[config.mk]
export PLATFORM = sky130hd
export DESIGN_NAME = compound_stream_arbiter_flat
export DESIGN_NICKNAME = d
export VERILOG_FILES = /design/src/rtl/compound_stream_arbiter_pkg.sv /design/src/rtl/compound_stream_arbiter_if.sv /design/src/rtl/compound_stream_arbiter_rr_pick.sv /design/src/rtl/compound_stream_arbiter.sv /design/src/flat_wrapper.sv
export SDC_FILE = /design/constraint.sdc
export NUM_CORES = 1
export LEC_CHECK = 0
export CORE_MARGIN = 2
export CORE_UTILIZATION = 38
export CTS_CLUSTER_SIZE = 16
export DETAILED_ROUTE_END_ITERATION = 12
export GPL_ROUTABILITY_DRIVEN = 0
export PLACE_DENSITY = 0.8
export SYNTH_ARGS = -nofsm -noshare
export SYNTH_HDL_FRONTEND = slang
export SYNTH_HIERARCHICAL = 1
export SYNTH_SLANG_ARGS = --single-unit
[constraint.sdc]
create_clock -name clk -period 2 [get_ports clk]
set_input_delay 0.4 -clock clk [delete_from_list [all_inputs] [get_ports clk]]
set_output_delay 0.4 -clock clk [all_outputs]
set_load 0.05 [all_outputs]
[src/rtl/compound_stream_arbiter_pkg.sv]
// Shared type definitions for the compound stream arbiter slice.
//
// top_level_types    : CompoundType, the record carried on every producer
//                      stream and on the consumer channel.
// compound_arb_types : ArbPhases (arbiter FSM phases) and ARB_MAX_REQ, the
//                      largest supported number of producers.
//
// No ports; packages only.

package top_level_types;

  typedef struct packed {
    logic [15:0] x;
    logic [15:0] y;
  } CompoundType;

endpackage

package compound_arb_types;

  typedef enum logic [1:0] {
    section_idle,
    section_read,
    section_write
  } ArbPhases;

  localparam int ARB_MAX_REQ = 8;

endpackage

[src/rtl/compound_stream_arbiter_if.sv]
// Bundle of the producer-side and consumer-side stream signals of the
// compound stream arbiter.
//
// Handshake: a transfer happens at a posedge where both the "sync" and the
// "notify" of a port are high. Producers hold req_in_sync (and req_in)
// until their notify is seen; the arbiter holds arb_out stable while
// arb_out_notify is high until arb_out_sync is seen.
//
// Signals:
//   req_in[NUM_REQ]  producer data
//   req_in_sync      producer has valid data
//   req_in_notify    arbiter reads this producer this cycle (one-hot or zero)
//   arb_out          forwarded value
//   arb_out_sync     consumer accepts arb_out
//   arb_out_notify   arb_out valid
//   grant_id         current or last granted producer
//   busy             arbiter is outside section_idle
//   phase            FSM phase, exported for observation
// Modports: master = arbiter side, slave = producers/consumer side.

interface compound_stream_arbiter_if
  import top_level_types::*;
  import compound_arb_types::*;
#(
  parameter int NUM_REQ = 2
);
  localparam int GW = $clog2(NUM_REQ);

  CompoundType        req_in [NUM_REQ];
  logic [NUM_REQ-1:0] req_in_sync;
  logic [NUM_REQ-1:0] req_in_notify;
  CompoundType        arb_out;
  logic               arb_out_sync;
  logic               arb_out_notify;
  logic [GW-1:0]      grant_id;
  logic               busy;
  ArbPhases           phase;

  modport master (
    input  req_in, req_in_sync, arb_out_sync,
    output req_in_notify, arb_out, arb_out_notify, grant_id, busy, phase
  );

  modport slave (
    output req_in, req_in_sync, arb_out_sync,
    input  req_in_notify, arb_out, arb_out_notify, grant_id, busy, phase
  );

endinterface

[src/rtl/compound_stream_arbiter_rr_pick.sv]
// compound_rr_pick: combinational winner selection for the arbiter.
//
// Build option: COMPOUND_ARB_FIXED_PRIO_EN
//   undefined - round-robin: first requester searching from last+1,
//               wrapping modulo NUM_REQ.
//   defined   - fixed priority: lowest-index requester wins; last ignored.
//
// Ports:
//   req      in   NUM_REQ  request vector (producer syncs)
//   last     in   GW       previously granted producer
//   winner   out  GW       selected producer (0 when no request)
//   any_req  out  1        at least one request present

module compound_rr_pick
  import compound_arb_types::*;
#(
  parameter int NUM_REQ = 2
) (
  input  logic [NUM_REQ-1:0]         req,
  input  logic [$clog2(NUM_REQ)-1:0] last,
  output logic [$clog2(NUM_REQ)-1:0] winner,
  output logic                       any_req
);
  localparam int GW = $clog2(NUM_REQ);

  assign any_req = |req;

`ifdef COMPOUND_ARB_FIXED_PRIO_EN
  logic          unused_last;
  logic [GW-1:0] cand;

  assign unused_last = ^last;

  // Walk downward so the lowest set index is the last one written.
  always_comb begin
    winner = '0;
    cand   = '0;
    for (int i = NUM_REQ - 1; i >= 0; i--) begin
      cand = GW'(i);
      if (req[cand]) winner = cand;
    end
  end
`else
  logic [GW-1:0] cand;
  int            idx;

  // Walk the search order backwards (offset NUM_REQ down to 1) so the
  // requester closest after "last" is the final one written.
  always_comb begin
    winner = '0;
    cand   = '0;
    idx    = 0;
    for (int k = NUM_REQ; k >= 1; k--) begin
      idx  = (int'(last) + k) % NUM_REQ;
      cand = GW'(idx);
      if (req[cand]) winner = cand;
    end
  end
`endif

endmodule

[src/rtl/compound_stream_arbiter.sv]
// compound_stream_arbiter: shares one CompoundType consumer channel between
// NUM_REQ producers. One producer is granted per transaction, one value is
// read from it and forwarded unchanged. Every output is a register (busy
// and phase are taken straight from the state register).
//
// Build option: COMPOUND_ARB_FIXED_PRIO_EN selects fixed priority instead
// of round-robin (see compound_rr_pick); ports and timing are unchanged.
//
// Ports:
//   clk  in   clock, posedge
//   rst  in   synchronous active-high reset
//   bus  compound_stream_arbiter_if.master (producer and consumer streams,
//        grant_id, busy, phase)
//
// Parameters: NUM_REQ (2..ARB_MAX_REQ), must match the interface instance.

module compound_stream_arbiter
  import top_level_types::*;
  import compound_arb_types::*;
#(
  parameter int NUM_REQ = 2
) (
  input logic                       clk,
  input logic                       rst,
  compound_stream_arbiter_if.master bus
);
  localparam int GW = $clog2(NUM_REQ);

  ArbPhases           state_q, state_n;
  logic [NUM_REQ-1:0] notify_q, notify_n;
  CompoundType        out_q, out_n;
  logic               out_valid_q, out_valid_n;
  logic [GW-1:0]      grant_q, grant_n;
  logic [GW-1:0]      last_q, last_n;
  logic [GW-1:0]      pick_idx;
  logic               pick_any;

  compound_rr_pick #(.NUM_REQ(NUM_REQ)) u_pick (
    .req     (bus.req_in_sync),
    .last    (last_q),
    .winner  (pick_idx),
    .any_req (pick_any)
  );

  always_ff @(posedge clk) begin
    if (rst) begin
      state_q     <= section_idle;
      notify_q    <= '0;
      out_q       <= '0;
      out_valid_q <= 1'b0;
      grant_q     <= '0;
      // Pointer starts at the top index so producer 0 wins first.
      last_q      <= GW'(NUM_REQ - 1);
    end else begin
      state_q     <= state_n;
      notify_q    <= notify_n;
      out_q       <= out_n;
      out_valid_q <= out_valid_n;
      grant_q     <= grant_n;
      last_q      <= last_n;
    end
  end

  // Notify is a one-cycle pulse: it defaults low and is only raised on the
  // idle->read transition, so it is high during section_read alone.
  always_comb begin
    state_n     = state_q;
    notify_n    = '0;
    out_n       = out_q;
    out_valid_n = out_valid_q;
    grant_n     = grant_q;
    last_n      = last_q;
    unique case (state_q)
      section_idle: begin
        out_valid_n = 1'b0;
        if (pick_any) begin
          grant_n            = pick_idx;
          notify_n[pick_idx] = 1'b1;
          state_n            = section_read;
        end
      end
      section_read: begin
        if (bus.req_in_sync[grant_q]) begin
          out_n       = bus.req_in[grant_q];
          last_n      = grant_q;
          out_valid_n = 1'b1;
          state_n     = section_write;
        end else begin
          // Producer withdrew: drop the grant without moving the pointer.
          state_n = section_idle;
        end
      end
      section_write: begin
        if (bus.arb_out_sync) begin
          out_valid_n = 1'b0;
          state_n     = section_idle;
        end
      end
      default: state_n = section_idle;
    endcase
  end

  assign bus.req_in_notify  = notify_q;
  assign bus.arb_out        = out_q;
  assign bus.arb_out_notify = out_valid_q;
  assign bus.grant_id       = grant_q;
  assign bus.busy           = (state_q != section_idle);
  assign bus.phase          = state_q;

endmodule

[src/flat_wrapper.sv]
// flat-port wrapper written by rule: the top's interface ports become plain ports
module compound_stream_arbiter_flat import top_level_types::*; import compound_arb_types::*;
#(
  parameter int NUM_REQ = 2
)
  (clk, rst, bus_req_in, bus_req_in_sync, bus_arb_out_sync, bus_req_in_notify, bus_arb_out, bus_arb_out_notify, bus_grant_id, bus_busy, bus_phase);
  compound_stream_arbiter_if #(.NUM_REQ(NUM_REQ)) bus_i ();
  input logic clk;
  input logic rst;
  input wire logic [$bits(bus_i.req_in)-1:0] bus_req_in;
  input wire logic [$bits(bus_i.req_in_sync)-1:0] bus_req_in_sync;
  input wire logic [$bits(bus_i.arb_out_sync)-1:0] bus_arb_out_sync;
  output wire logic [$bits(bus_i.req_in_notify)-1:0] bus_req_in_notify;
  output wire logic [$bits(bus_i.arb_out)-1:0] bus_arb_out;
  output wire logic [$bits(bus_i.arb_out_notify)-1:0] bus_arb_out_notify;
  output wire logic [$bits(bus_i.grant_id)-1:0] bus_grant_id;
  output wire logic [$bits(bus_i.busy)-1:0] bus_busy;
  output wire logic [$bits(bus_i.phase)-1:0] bus_phase;
  assign bus_i.req_in = {>>{bus_req_in}};
  assign bus_i.req_in_sync = bus_req_in_sync;
  assign bus_i.arb_out_sync = bus_arb_out_sync;
  assign bus_req_in_notify = bus_i.req_in_notify;
  assign bus_arb_out = bus_i.arb_out;
  assign bus_arb_out_notify = bus_i.arb_out_notify;
  assign bus_grant_id = bus_i.grant_id;
  assign bus_busy = bus_i.busy;
  assign bus_phase = bus_i.phase;
  compound_stream_arbiter #(.NUM_REQ(NUM_REQ)) u_core (.clk(clk), .rst(rst), .bus(bus_i));
endmodule
==> results.cfg <==
[sta]
min_period_over_period_pct = 97.58
maxSlewHeadroom_pct = 63.27
slew_viol_final = 0
rsz0062_at_grt = false
fin_skew_ns = 0.002752
hold_viol = 0
min_period_ns = 1.952
finalSetupTns_ns = 0
worst_pin_slew_ns = 0.5493
setup-violations-final = 0
fmaxAchievable_ghz = 0.5124

[drt]
drtIter0Drc = 69
drc_errors = 0
wl_per_cell_um = 14.35
ant_nets = 0
dr.pass1.iters = 4
routed-via-count = 1725
avgViaCountPerCell = 4.986
routed_wl_um = 4966

[setup_path]
path_class = reg -> out
critPathCaptureType = output port
critPathMaxStageDelay_ns = 0.84
path_cells = clkdlybuf4s50_1
crit_buf_inv = 1
crit_family = buffers and inverters
required_ns = 1.60
startpoint_type = flip-flop
cp_max_fo = 7
slowest_stage = clkdlybuf4s50_1
cp_data_arrival_time_ns = 1.55

[grt]
grt_pass1_vias = 1690
grt_max_degree = 33
grt_usage_pct = 18.07
gr-total-overflow = 0
antenna_found_initial = 0
grt_pass1_wl_um = 7866

[yosys]
syn-num-nets = 245
yosys.area.top_type = dfxtp_1
synth_area_mm2 = 0.001911
avgSynthCellArea_um2 = 10.86
synthArstFlopShare_pct = 0
synth_area_leaders = dfxtp_1 41%, a211oi_2 20%, mux2i_1 17%, a21oi_1 9.4%, buf_6 2.9%
yosys-top-cells-count = 39 x dfxtp_1, 36 x a21oi_1, 33 x mux2i_1
ys_dominant_reg_cell = dfxtp_1
synth.top_cell.area_share_pct = 40.86
synth-seq-cells = 39
synth_warnings = 6
synthCells = 176
ys_seq_area_share_pct = 40.86
synth-edff-count = 0
yosysUniqueCellTypes = 23
synth_most_common_cell = dfxtp_1

[floorplanning]
dieHeight_um = 74.91
row_count = 25
die_w_um = 74.91
start_util_pct = 39.92
io_pins = 108
core_region_area_mm2 = 0.004786
die-area_mm2 = 0.005611

[placement]
port_buffers = 107
post-dp-hpwl_um = 3621

[cts]
cts_buffers = 5
post_cts_buffers = 0
cts-hold-fix-buffers = 0
clk_path_buf_depth = 2
cts-root-buf = clkbuf_8
cts.sinks = 39
path_clk_slew_ns = 0.07
h-tree-depth = 2
clk-insertion-delay-late_ns = 0.28
cts_tree = done

[power]
vdd_drop_max_uv = 447.8
power_density_mw_per_mm2 = 709.5
power_leakage_nw = 1.056
p_total_mw = 2.219

[finish]
synthToLayoutAreaGrowth_pct = 63.72
finalNetCount = 347
layout-drive-gt1-share_pct = 18.28
diodes = 0

[status]
outcome = completed

[job]
cap_violations = 0

[worst_hold_path]
hold_path.class = reg -> reg
==> final cells by class <==
cell class                      instances  area [um^2]
Clock buffer                            8        100.1
Fill cell                             403         1658
Multi-Input combinational cell        118         1020
Sequential cell                        39        782.0
Tap cell                               67        83.83
Timing Repair Buffer                  114         1142
==> through the flow <==
step	util, %	hold WS (ns)	worst slack, ns	cells	instance area, um^2
detailed placement	63.24	0.4785	0.1182	338	3027
floorplan	-	0.4835	0.1960	176	1911
CTS	65.31	0.4906	0.03598	346	3126
finish	65.36	0.4891	0.04845	346	3128
global route	65.36	0.5081	0.01522	346	3128
global placement	63.24	0.4697	0.1469	338	3027
==> cells by family after synthesis <==
| family | count (synthesis) | share of synthesized area, % |
|---|---|---|
| flip-flops | 39 | 40.86 |
| AND/OR/NAND/NOR | 13 | 4.257 |
| buffers and inverters | 19 | 5.893 |
| AO/OA/AOI/OAI | 71 | 30.91 |
| multiplexers | 34 | 18.07 |
==> placed cells by master, fill, tap and decap left out, types with 2 or more instances in the layout <==
cell type / instances
a211oi_1: 2
buf_12: 2
clkdlybuf4s50_1: 103
nor2b_1: 3
mux2i_1: 33
clkbuf_8: 7
buf_4: 6
dfxtp_1: 38
a21oi_1: 36
a211oi_2: 30
==> timing repair <==
item,CTS,global route
gates resized for setup,1,1
gates cloned,0,0
setup endpoints to repair,1,1
==> worst register-to-register path: stages (launching register included) <==
cell and delay [ns]:
dfxtp_1 0.43, nor2b_2 0.23, and2_4 0.49, a211oi_1 0.17
==> metal layers <==
layer,vias up,GRT usage [%],wire [um]
met1,793,21.72,2075
met5,-,0,0
li1,856,-,-
met2,66,30.99,2382
met3,10,4.685,419
met4,0,6.746,89
==> final timing paths <==
path,start,to,slack (ns),depth (start not counted)
max,u_core/bus.phase[0]$_SDFFE_PP0P_,bus_phase[0],0.05,1
max reg2reg,u_core/bus.phase[0]$_SDFFE_PP0P_,u_core/bus.arb_out[2]$_SDFFE_PP0P_,0.55,3
min,u_core/bus.arb_out_notify$_SDFFE_PP0P_,u_core/bus.arb_out_notify$_SDFFE_PP0P_,0.49,2
min reg2reg,u_core/bus.arb_out_notify$_SDFFE_PP0P_,u_core/bus.arb_out_notify$_SDFFE_PP0P_,0.49,2
==> state kept, by name (all words and copies together) (netlist names) <==
signal,count
u_core/bus.grant_id,1
u_core/last_q,1
u_core/bus.arb_out_notify,1
u_core/bus.phase,2
u_core/bus.arb_out,32
u_core/bus.req_in_notify,2
==> power breakdown <==
group          switching, mW  internal, mW  leakage [nW]
Sequential            0.0344         0.838         0.320
Combinational          0.432         0.339         0.685
Clock                  0.261         0.315        0.0515
No activity file was read; power rests on OpenSTA's default activity.
==> RTL change, RTL diff (same flow settings) <==
The option `COMPOUND_ARB_FIXED_PRIO_EN` is turned on by a define.
--- a/src/rtl/compound_stream_arbiter_rr_pick.sv
+++ b/src/rtl/compound_stream_arbiter_rr_pick.sv
@@ -12,2 +12,4 @@
 //   any_req  out  1        at least one request present
+
+`define COMPOUND_ARB_FIXED_PRIO_EN
 
Behaviour: not the same (a bounded check fails within 10 cycles, from zero or initial values and one cycle with rst high).
==> RTL change against the original RTL <==
Routed wire length grew 2.8%; highest routed layer unchanged; global-route usage rose by 0.56 points; synthesized area down 2.4%; count of clock-buffer cells in the layout down 1; total power is 5.4% lower; setup slack improved by 0.049 ns; cell count decreased by 1.4%; largest power group unchanged; final area shrank 1.8%; sequential share of layout area is 0.20 points lower; utilization fell by 0.30 points; sequential cell count is 1 lower; clock power fell by 8.5%; worst hold slack better by 0.020 ns.
==> RTL change: results (changes against the original RTL) <==
- Outcome: complete, no violations
- Hold path depth: 2 (unchanged)
- Met3 usage: 0.0583 (+0.0114)
- Routed vias: 1681 (-2.6%)
- Initial antenna violation count: 0 (unchanged)
- TritonCTS Buffers: 5 (unchanged)
- Share of post-route cells with drive strength above 1: 0.186 (+0.00334)
- Worst skew pair latency: 0.28 ns (about the same)
- DR WL/cell: 15.0 um (+4.3%)
- DP HPWL: 3780 um (+4.4%)
- Postcts setup bufs: 0 (unchanged)
- Skew final: 0.00374 ns (+0.000991 ns)
- Drt pass-1 iters: 4 (unchanged)
- Clock network fraction of total power: 0.251 (-0.009)
- Layout Nets: 342 (-1.4%)
- CTS max path bufs: 2 (unchanged)
- Max reg flops: 32 (unchanged)
- Slowest CP cell: clkdlybuf4s50_1
- Max H-tree Level: 2 (unchanged)
- Clock transition at path regs: 0.07 ns (about the same)
- IO buf count: 107 (unchanged)
- Root buf cell: clkbuf_8
- Vias in the first global route: 1627 (-3.7%)
- Ant diodes: 0 (unchanged)
- Hold Path Class: register to register
- Met1 Track Usage GR: 0.240 (+0.0232)
- CP max FO: 5 (-2)
- Post-Syn Nets: 240 (-2.0%)
- Met2 Resource Use GR: 0.304 (-0.00637)
- Post-cts gate resize count: 1 (unchanged)
- Worst r2r path cells: 3 (unchanged)
- Yosys warnings: 6 (unchanged)
- Setup WS pre-CTS: 0.131 ns (+0.0132 ns)
- GRT Util Overall: 0.186 (+0.00563)
- Largest net degree at the start of global routing: 33 (unchanged)
- Initial drt markers: 123 (+78%)
- Slew margin rel.: 0.647 (+0.0140)
- Global-route wire length before repair: 7900 um (+0.43%)
- Internal power: 1.41 mW (-5.4%)
- Arrival time of the worst setup path: 1.50 ns (-0.05 ns)
- Crit-path leading delay family: buffers and inverters
- Max IR drop VDD: 0.362 mV (-19%)
- Leakage power: 1.03 nW (-2.9%)
- Slowest cell delay on critical path: 0.83 ns
[RTL change: per-layer routing]
metal / share of wire / wire, um
met3: 0.091 / 462
met5: 0 / 0
met2: 0.47 / 2400
met1: 0.43 / 2200
met4: 0.0072 / 37
[RTL change: power by group through the flow]
stage                     Sequential [mW]  Clock [mW]  Combinational [mW]
after floorplan                      1.05           0               0.254
after global placement              0.858           0               0.727
after detailed placement            0.859           0               0.736
after CTS                           0.843       0.549               0.736
after global routing                0.849       0.579               0.774
final                               0.842       0.527               0.732
[RTL change: cell type report]
type                            instances  area, sq um
Clock buffer                            7         86.3
Clock inverter                          1         5.00
Fill cell                             397         1650
Multi-Input combinational cell        114          993
Sequential cell                        38          762
Tap cell                               67         83.8
Timing Repair Buffer                  114         1140
[RTL change: final timing paths]
path	end	from	slack (ns)
worst max-delay path	bus_phase[1]	u_core/bus.phase[1]$_SDFFE_PP0P_	0.1
worst min-delay path	u_core/bus.arb_out_notify$_SDFFE_PP0P_	u_core/bus.arb_out_notify$_SDFFE_PP0P_	0.51
worst max register to register	u_core/bus.arb_out[2]$_SDFFE_PP0P_	u_core/bus.phase[0]$_SDFFE_PP0P_	0.59
worst min register to register	u_core/bus.arb_out_notify$_SDFFE_PP0P_	u_core/bus.arb_out_notify$_SDFFE_PP0P_	0.51
[RTL change: per-stage QoR]
step           area (sq um)  hold slack, ns  cells
2_1_floorplan          1860           0.559    171
3_3_place_gp           2980           0.477    333
3_5_place_dp           2980           0.493    333
4_1_cts                3070           0.504    341
5_1_grt                3070           0.522    341
6_report               3070           0.509    341
